<file path="config.mk">
export PLATFORM = sky130hd
export DESIGN_NAME = boot_loader
export DESIGN_NICKNAME = d
export VERILOG_FILES = /design/src/rtl/boot_loader.sv
export SDC_FILE = /design/constraint.sdc
export NUM_CORES = 1
export LEC_CHECK = 0
export CAP_MARGIN = 25
export CORE_UTILIZATION = 34
export DETAILED_ROUTE_END_ITERATION = 6
export SLEW_MARGIN = 10
export SYNTH_ARGS = -nofsm -noshare
export SYNTH_HDL_FRONTEND = slang
export SYNTH_SLANG_ARGS = --single-unit
</file>
<file path="constraint.sdc">
create_clock -name clk -period 4 [get_ports clk]
set_clock_uncertainty 0.2 [all_clocks]
set_input_delay 0.8 -clock clk [delete_from_list [all_inputs] [get_ports clk]]
set_output_delay 0.8 -clock clk [all_outputs]
set_load 0.1 [all_outputs]
</file>
<file path="src/rtl/boot_loader.sv">
// rtl/boot_loader.sv - frame-based program image loader driving the memory write port and CPU reset.
module boot_loader #(
  parameter logic [31:0] BASE_ADDR   = 32'h0000_0000,
  parameter int          MAX_WORDS   = 256,
  parameter int          TIMEOUT_CYC = 1000000
) (
  input  logic        clk,
  input  logic        reset,
  input  logic        rx_valid,
  input  logic [7:0]  rx_byte,
  output logic        mem_we,
  output logic [31:0] mem_addr,
  output logic [31:0] mem_wdata,
  output logic        cpu_reset,
  output logic        done,
  output logic        err,
  output logic [15:0] words_loaded
);

  localparam int TW = $clog2(TIMEOUT_CYC + 1);

  typedef enum logic [2:0] {
    S_LEN0,
    S_LEN1,
    S_DATA,
    S_CHK,
    S_DONE,
    S_ERR
  } state_t;

  state_t        state, state_n;
  logic [15:0]   len, len_n;
  logic [1:0]    byte_idx, byte_idx_n;
  logic [23:0]   word_buf, word_buf_n;
  logic [7:0]    checksum, checksum_n;
  logic [TW-1:0] tcnt, tcnt_n;
  logic          mem_we_n;
  logic [31:0]   mem_addr_n, mem_wdata_n;
  logic          cpu_reset_n, done_n, err_n;
  logic [15:0]   words_loaded_n;
  logic          timing_state, timed_out;
  logic [15:0]   len_full;

  always_ff @(posedge clk) begin
    if (reset) begin
      state        <= S_LEN0;
      len          <= '0;
      byte_idx     <= '0;
      word_buf     <= '0;
      checksum     <= '0;
      tcnt         <= '0;
      mem_we       <= 1'b0;
      mem_addr     <= BASE_ADDR;
      mem_wdata    <= '0;
      cpu_reset    <= 1'b1;
      done         <= 1'b0;
      err          <= 1'b0;
      words_loaded <= '0;
    end else begin
      state        <= state_n;
      len          <= len_n;
      byte_idx     <= byte_idx_n;
      word_buf     <= word_buf_n;
      checksum     <= checksum_n;
      tcnt         <= tcnt_n;
      mem_we       <= mem_we_n;
      mem_addr     <= mem_addr_n;
      mem_wdata    <= mem_wdata_n;
      cpu_reset    <= cpu_reset_n;
      done         <= done_n;
      err          <= err_n;
      words_loaded <= words_loaded_n;
    end
  end

  always_comb begin
    state_n        = state;
    len_n          = len;
    byte_idx_n     = byte_idx;
    word_buf_n     = word_buf;
    checksum_n     = checksum;
    tcnt_n         = tcnt;
    mem_we_n       = 1'b0;
    mem_addr_n     = mem_addr;
    mem_wdata_n    = mem_wdata;
    cpu_reset_n    = cpu_reset;
    done_n         = done;
    err_n          = err;
    words_loaded_n = words_loaded;
    len_full       = {rx_byte, len[7:0]};

    // Inter-byte timeout only runs once a frame has started; it saturates at the limit.
    timing_state = (state == S_LEN1) || (state == S_DATA) || (state == S_CHK);
    timed_out    = timing_state && (tcnt == TW'(TIMEOUT_CYC));
    if (timing_state) begin
      if (rx_valid) begin
        tcnt_n = '0;
      end else if (!timed_out) begin
        tcnt_n = tcnt + TW'(1);
      end
    end

    if (timed_out) begin
      state_n = S_ERR;
      err_n   = 1'b1;
    end else begin
      case (state)
        S_LEN0: begin
          if (rx_valid) begin
            len_n[7:0] = rx_byte;
            state_n    = S_LEN1;
          end
        end
        S_LEN1: begin
          if (rx_valid) begin
            len_n = len_full;
            if ((len_full == 16'd0) || (32'(len_full) > 32'(MAX_WORDS))) begin
              state_n = S_ERR;
              err_n   = 1'b1;
            end else begin
              state_n = S_DATA;
            end
          end
        end
        S_DATA: begin
          if (rx_valid) begin
            checksum_n = checksum ^ rx_byte;
            byte_idx_n = byte_idx + 2'd1;
            case (byte_idx)
              2'd0: word_buf_n[7:0]   = rx_byte;
              2'd1: word_buf_n[15:8]  = rx_byte;
              2'd2: word_buf_n[23:16] = rx_byte;
              default: begin
                mem_we_n       = 1'b1;
                mem_wdata_n    = {rx_byte, word_buf};
                mem_addr_n     = BASE_ADDR + {14'd0, words_loaded, 2'b00};
                words_loaded_n = words_loaded + 16'd1;
                if (words_loaded_n == len) begin
                  state_n = S_CHK;
                end
              end
            endcase
          end
        end
        S_CHK: begin
          if (rx_valid) begin
            if (rx_byte == checksum) begin
              state_n     = S_DONE;
              done_n      = 1'b1;
              cpu_reset_n = 1'b0;
            end else begin
              state_n = S_ERR;
              err_n   = 1'b1;
            end
          end
        end
        default: begin
        end
      endcase
    end
  end

endmodule

</file>
Yosys cells after proc, flatten, opt, wreduce, memory -nomap -nowiden
Cells that the tools add are included.
Widths: inputs -> output; s select.
- output and inout port bits: 84
- register bits after elaboration: 141
- logic and storage cells: 96
- reduce and logical (&&, ||, !) cells: 25
- bitwise gates (word level): 6
- equal/unequal tests: 23
- multiplexer cells: 21
- magnitude comparators: 1
- add/subtract/negate cells: 3
- operators with widths (kind ; number):
    $mux 20 ; 2
    $mux 3 ; 8
    $reduce_and 4->1 ; 6
    $add 20x1->20 const B ; 1
    $eq 20x20->1 const B ; 1
    $ne 3x3->1 const B ; 6
    $add 16x1->16 const B ; 1
    $eq 16x16->1 ; 1
    $gt 16x9->1 const B ; 1
    $logic_not 16->1 ; 1
    $pmux 8 s2 ; 1
    $reduce_and 7->1 ; 2
    $ne 2x2->1 const B ; 6
    $pmux 3 s4 ; 1
    $eq 8x8->1 ; 1
    $mux 8 ; 1
    $xor 8x8->8 ; 1
    $mux 1 ; 7
    $eq 3x2->1 const B ; 2
    $ne 3x2->1 const B ; 2
    $reduce_and 3->1 ; 2
    $not 1->1 ; 5
    $reduce_and 5->1 ; 1
    $reduce_bool 5->1 ; 1
    16 further kinds ; 18

Longest topological paths before layout
- depth in word-level cells: 7
- depth in mapped cells: 10
- gate-level depth less buffers: 9

Worst setup path before layout
OpenSTA, ideal clock, no wires.
- kind: register to register
- start: reg words_loaded[0]
- end: reg state[0]
- arrival: 2.864 ns
- path buffers: 1
- period minus slack after synthesis: 3.186 ns
- data required time: 3.678 ns
- setup slack: 0.814 ns
- library setup time: 0.122 ns
- cell stages (with the launch flop): 10
- cells stage by stage: dfxtp_1 -> ha_1 -> clkbuf_1 -> nand4_1 -> or4_1 -> o2111ai_1 -> nor4_1 -> o2111a_1 -> and3_1 -> o311a_1
- longest elaborated chain between the ends: 4
- RTL lines (what ; line ; RTL):
    from (decl) ; 17 ; output logic [15:0] words_loaded
    from (signal assigned) ; 72 ; words_loaded <= words_loaded_n;
    $add 16x1->16 ; 137 ; words_loaded_n = words_loaded + 16'd1;
    $eq 16x16->1 ; 138 ; if (words_loaded_n == len) begin
    $ne 3x2->1 (no line) ; n/a ;
    $reduce_and 7->1 (no line) ; n/a ;
    to (signal assigned) ; 60 ; state <= state_n;
    to (decl) ; 31 ; state_t state, state_n;
No other way between the ends.
A chain may end at the register's enable or synchronous reset.

Worst setup path in the final report
- start: reg words_loaded[11]
- end: out words_loaded[11]
No word-level cell between the ends.

==> results.json <==
{
  "status": "completed",
  "p_clk_share_pct": 47.5,
  "yosysWarnings": 0,
  "clock-sinks": 141,
  "ir_worst_vdd_mv": 0.282,
  "reg2reg_from": "words_loaded[0]",
  "mostFrequentLayoutCells": "nand2_1 (170), dfxtp_1 (141), a21oi_1 (93), nor2_1 (73), clkdlybuf4s50_1 (70)",
  "yosysSeqAreaShare_pct": 43.9,
  "grt.total_usage_pct": 16.6,
  "seqPwrFrac_pct": 45.9,
  "synth-seq-cells": 141,
  "vias": 5438,
  "critPathCaptureType": "primary output",
  "slowest_stage": "clkdlybuf4s50_1",
  "tritoncts": "yes",
  "synth_largest_area_cell": "dfxtp_1",
  "antennaDiodeCount": 0,
  "synth_edf_count": 0,
  "wl_per_cell_um": 14.3,
  "arrival_ns": 2.21,
  "cts_buffers": 17,
  "drtIter0Drc": 374,
  "avgSynthCellArea_um2": 8.02,
  "port_buffers": 78,
  "via_per_inst": 4.97,
  "post_cts_resized": 0,
  "area_growth_pct": 20.4,
  "core_um2": 18300,
  "critPathMaxStageDelay_ns": 1.21,
  "clk_latency_ns": 0.43,
  "use_met2_pct": 25.8,
  "min_from": "mem_addr[11]",
  "hold_viol_final": 0,
  "use_met1_pct": 22.0,
  "nets": 872,
  "yosys.area.top_type_share_pct": 43.9,
  "reg2reg_to": "state[1]",
  "hold_path_depth": 2,
  "finalCritPeriodShare_pct": 80.4,
  "start_util_pct": 35.2,
  "finalWeightedCongestion": 0.806,
  "ctsHoldBuffers": 0,
  "p_sw_mw": 0.801,
  "grt-ovfl-total": 0,
  "p_per_area_nw_per_um2": 404,
  "hold_path.class": "reg2reg",
  "grt_busiest_layer": "met2",
  "synth_cells": 801,
  "r2r_setup_slack_ns": 1.10,
  "rows": 49,
  "clk_pin_slew_ns": 0.06,
  "fin_tns_setup_ns": 0,
  "timing.final.crit_period_ns": 3.21,
  "critical_path_required_ns": 3.00,
  "postRouteAntennaNets": 0,
  "p_int_mw": 2.32,
  "crit_path_max_fanout": 10,
  "dp_hpwl_um": 10500,
  "route.detailed.drc": 0,
  "final.setup.worst_slack_ns": 0.785,
  "ys_types": 54,
  "grt_pass1_vias": 4980,
  "path_depth": 1,
  "drive_above_1_share_pct": 7.04,
  "criticalPathCategory": "reg2out",
  "synthFlopType": "dfxtp_1",
  "final_common_cell": "nand2_1",
  "cts-root-buf": "clkbuf_16",
  "ff2ff_path_depth": 7,
  "syn-cell-area_um2": 6420,
  "num_io_pins": 95,
  "cts_setup_buffers": 0,
  "slew_viol_final": 0,
  "antenna_found_initial": 0,
  "htreeDepth": 4,
  "fmax_ghz": 0.311,
  "clk_path_buf_depth": 2,
  "p_leak_nw": 2.67,
  "worstPathCellList": "clkdlybuf4s50_1",
  "max-cap-violations": 0,
  "worst_pin_slew_ns": 0.998,
  "slew_headroom_pct": 33.2,
  "setup_violations": 0,
  "swShare_pct": 25.6,
  "pwr-share-comb_pct": 6.6,
  "place_ws_ns": 0.715,
  "hold_end": "mem_addr[11]",
  "wl_um": 15700,
  "grt_max_degree": 58,
  "die_area_um2": 19500,
  "grtUsageMet3_pct": 4.27,
  "path_buf_inv": 1,
  "grt_first_pass_wirelength_um": 25600,
  "async_flop_share_pct": 0,
  "critPathLaunchType": "flop",
  "synth.area.top_cells": "dfxtp_1 (44%), nand2_1 (9.9%), a21oi_1 (7.2%)",
  "cp_top_family": "buffers and inverters",
  "die_width_um": 139,
  "rsz0062_at_grt": "false",
  "dieHeight_um": 139,
  "drtPass1Iterations": 5
}
stage by stage:
step | instance area [um^2] | utilization (%) | hold WS, ns | instances | total power, mW
after global placement | 7190 | 39.4 | 0.238 | 1064 | 1.67
after global routing | 7740 | 42.3 | 0.270 | 1095 | 3.23
final | 7740 | 42.3 | 0.253 | 1095 | 3.12
after floorplan | 6480 | - | 0.232 | 816 | 1.64
after detailed placement | 7190 | 39.4 | 0.244 | 1064 | 1.67
after CTS | 7740 | 42.3 | 0.255 | 1095 | 3.15
synthesized netlist by cell type, types with 2 or more instances:
library cell / number
o311a_1: 2
nand3_1: 43
xor2_1: 35
or4_1: 3
nand3b_1: 3
mux2i_1: 8
and2_4: 2
buf_6: 12
a21boi_0: 2
a31oi_1: 4
nand4_1: 18
or3_1: 5
ha_1: 7
dfxtp_1: 141
clkbuf_1: 27
nor3_1: 15
o31ai_1: 2
buf_4: 16
buf_1: 5
o21a_1: 2
buf_2: 12
nor2_1: 73
nor2b_1: 2
nand2b_1: 4
inv_1: 12
and3_1: 8
nand3_2: 2
a21oi_1: 93
xnor2_1: 28
nor4_1: 8
nand2_1: 170
nor4b_1: 4
o21ai_0: 12
flip-flops by register name, summed over array words and instances, names as in the netlist, 2 cells and up:
signal / count
byte_idx: 2
tcnt: 20
mem_wdata: 32
word_buf: 24
checksum: 8
mem_addr: 16
len: 16
words_loaded: 16
state: 3
worst max-delay path by stage:
stage                           startpoint          endpoint  slack (ns)
after floorplan            words_loaded[0]          state[0]        0.81
final                     words_loaded[11]  words_loaded[11]        0.79
after detailed placement          rx_valid  words_loaded[14]        0.71
after global placement            rx_valid  words_loaded[10]        0.81
after global routing       words_loaded[6]   words_loaded[6]        0.73
after CTS                 words_loaded[11]  words_loaded[11]        0.78
layout make-up:
| cell class | instances | area, um^2 |
|---|---|---|
| Clock inverter | 13 | 116 |
| Multi-Input combinational cell | 591 | 3180 |
| Tap cell | 229 | 287 |
| Clock buffer | 18 | 429 |
| Fill cell | 1841 | 10500 |
| Sequential cell | 141 | 2820 |
| Timing Repair Buffer | 91 | 858 |
| Inverter | 12 | 45.0 |
cells by family (layout without fill, tap and decap cells):
kind of cell,Yosys count,in the layout,share of synthesized area (%)
flip-flops,141,141,43.9
multiplexers,8,8,1.25
XOR/XNOR,63,63,8.59
adder cells (fa/ha/maj),7,7,1.36
AO/OA/AOI/OAI,130,130,11.4
AND/OR/NAND/NOR,367,367,25.9
other,1,16,0.0584
buffers and inverters,84,134,7.48
layer usage:
layer | share of wire [%] | up-vias
met5 | 0 | -
met2 | 46 | 124
li1 | - | 2766
met1 | 48 | 2535
met3 | 5.0 | 13
met4 | 1.2 | 0
power groups by stage:
stage | Sequential [mW] | Clock [mW] | Combinational [mW]
floorplan | 1.46 | 0 | 0.173
global placement | 1.46 | 0 | 0.205
detailed placement | 1.46 | 0 | 0.205
CTS | 1.43 | 1.51 | 0.206
global route | 1.43 | 1.58 | 0.221
finish | 1.43 | 1.48 | 0.206
worst min-delay path, cell delays in order, from the launching register on:
cell and delay [ns]:
dfxtp_1 0.31, nand2_1 0.05, a21oi_1 0.05
Note: power is estimated with default switching activity, not from simulation.
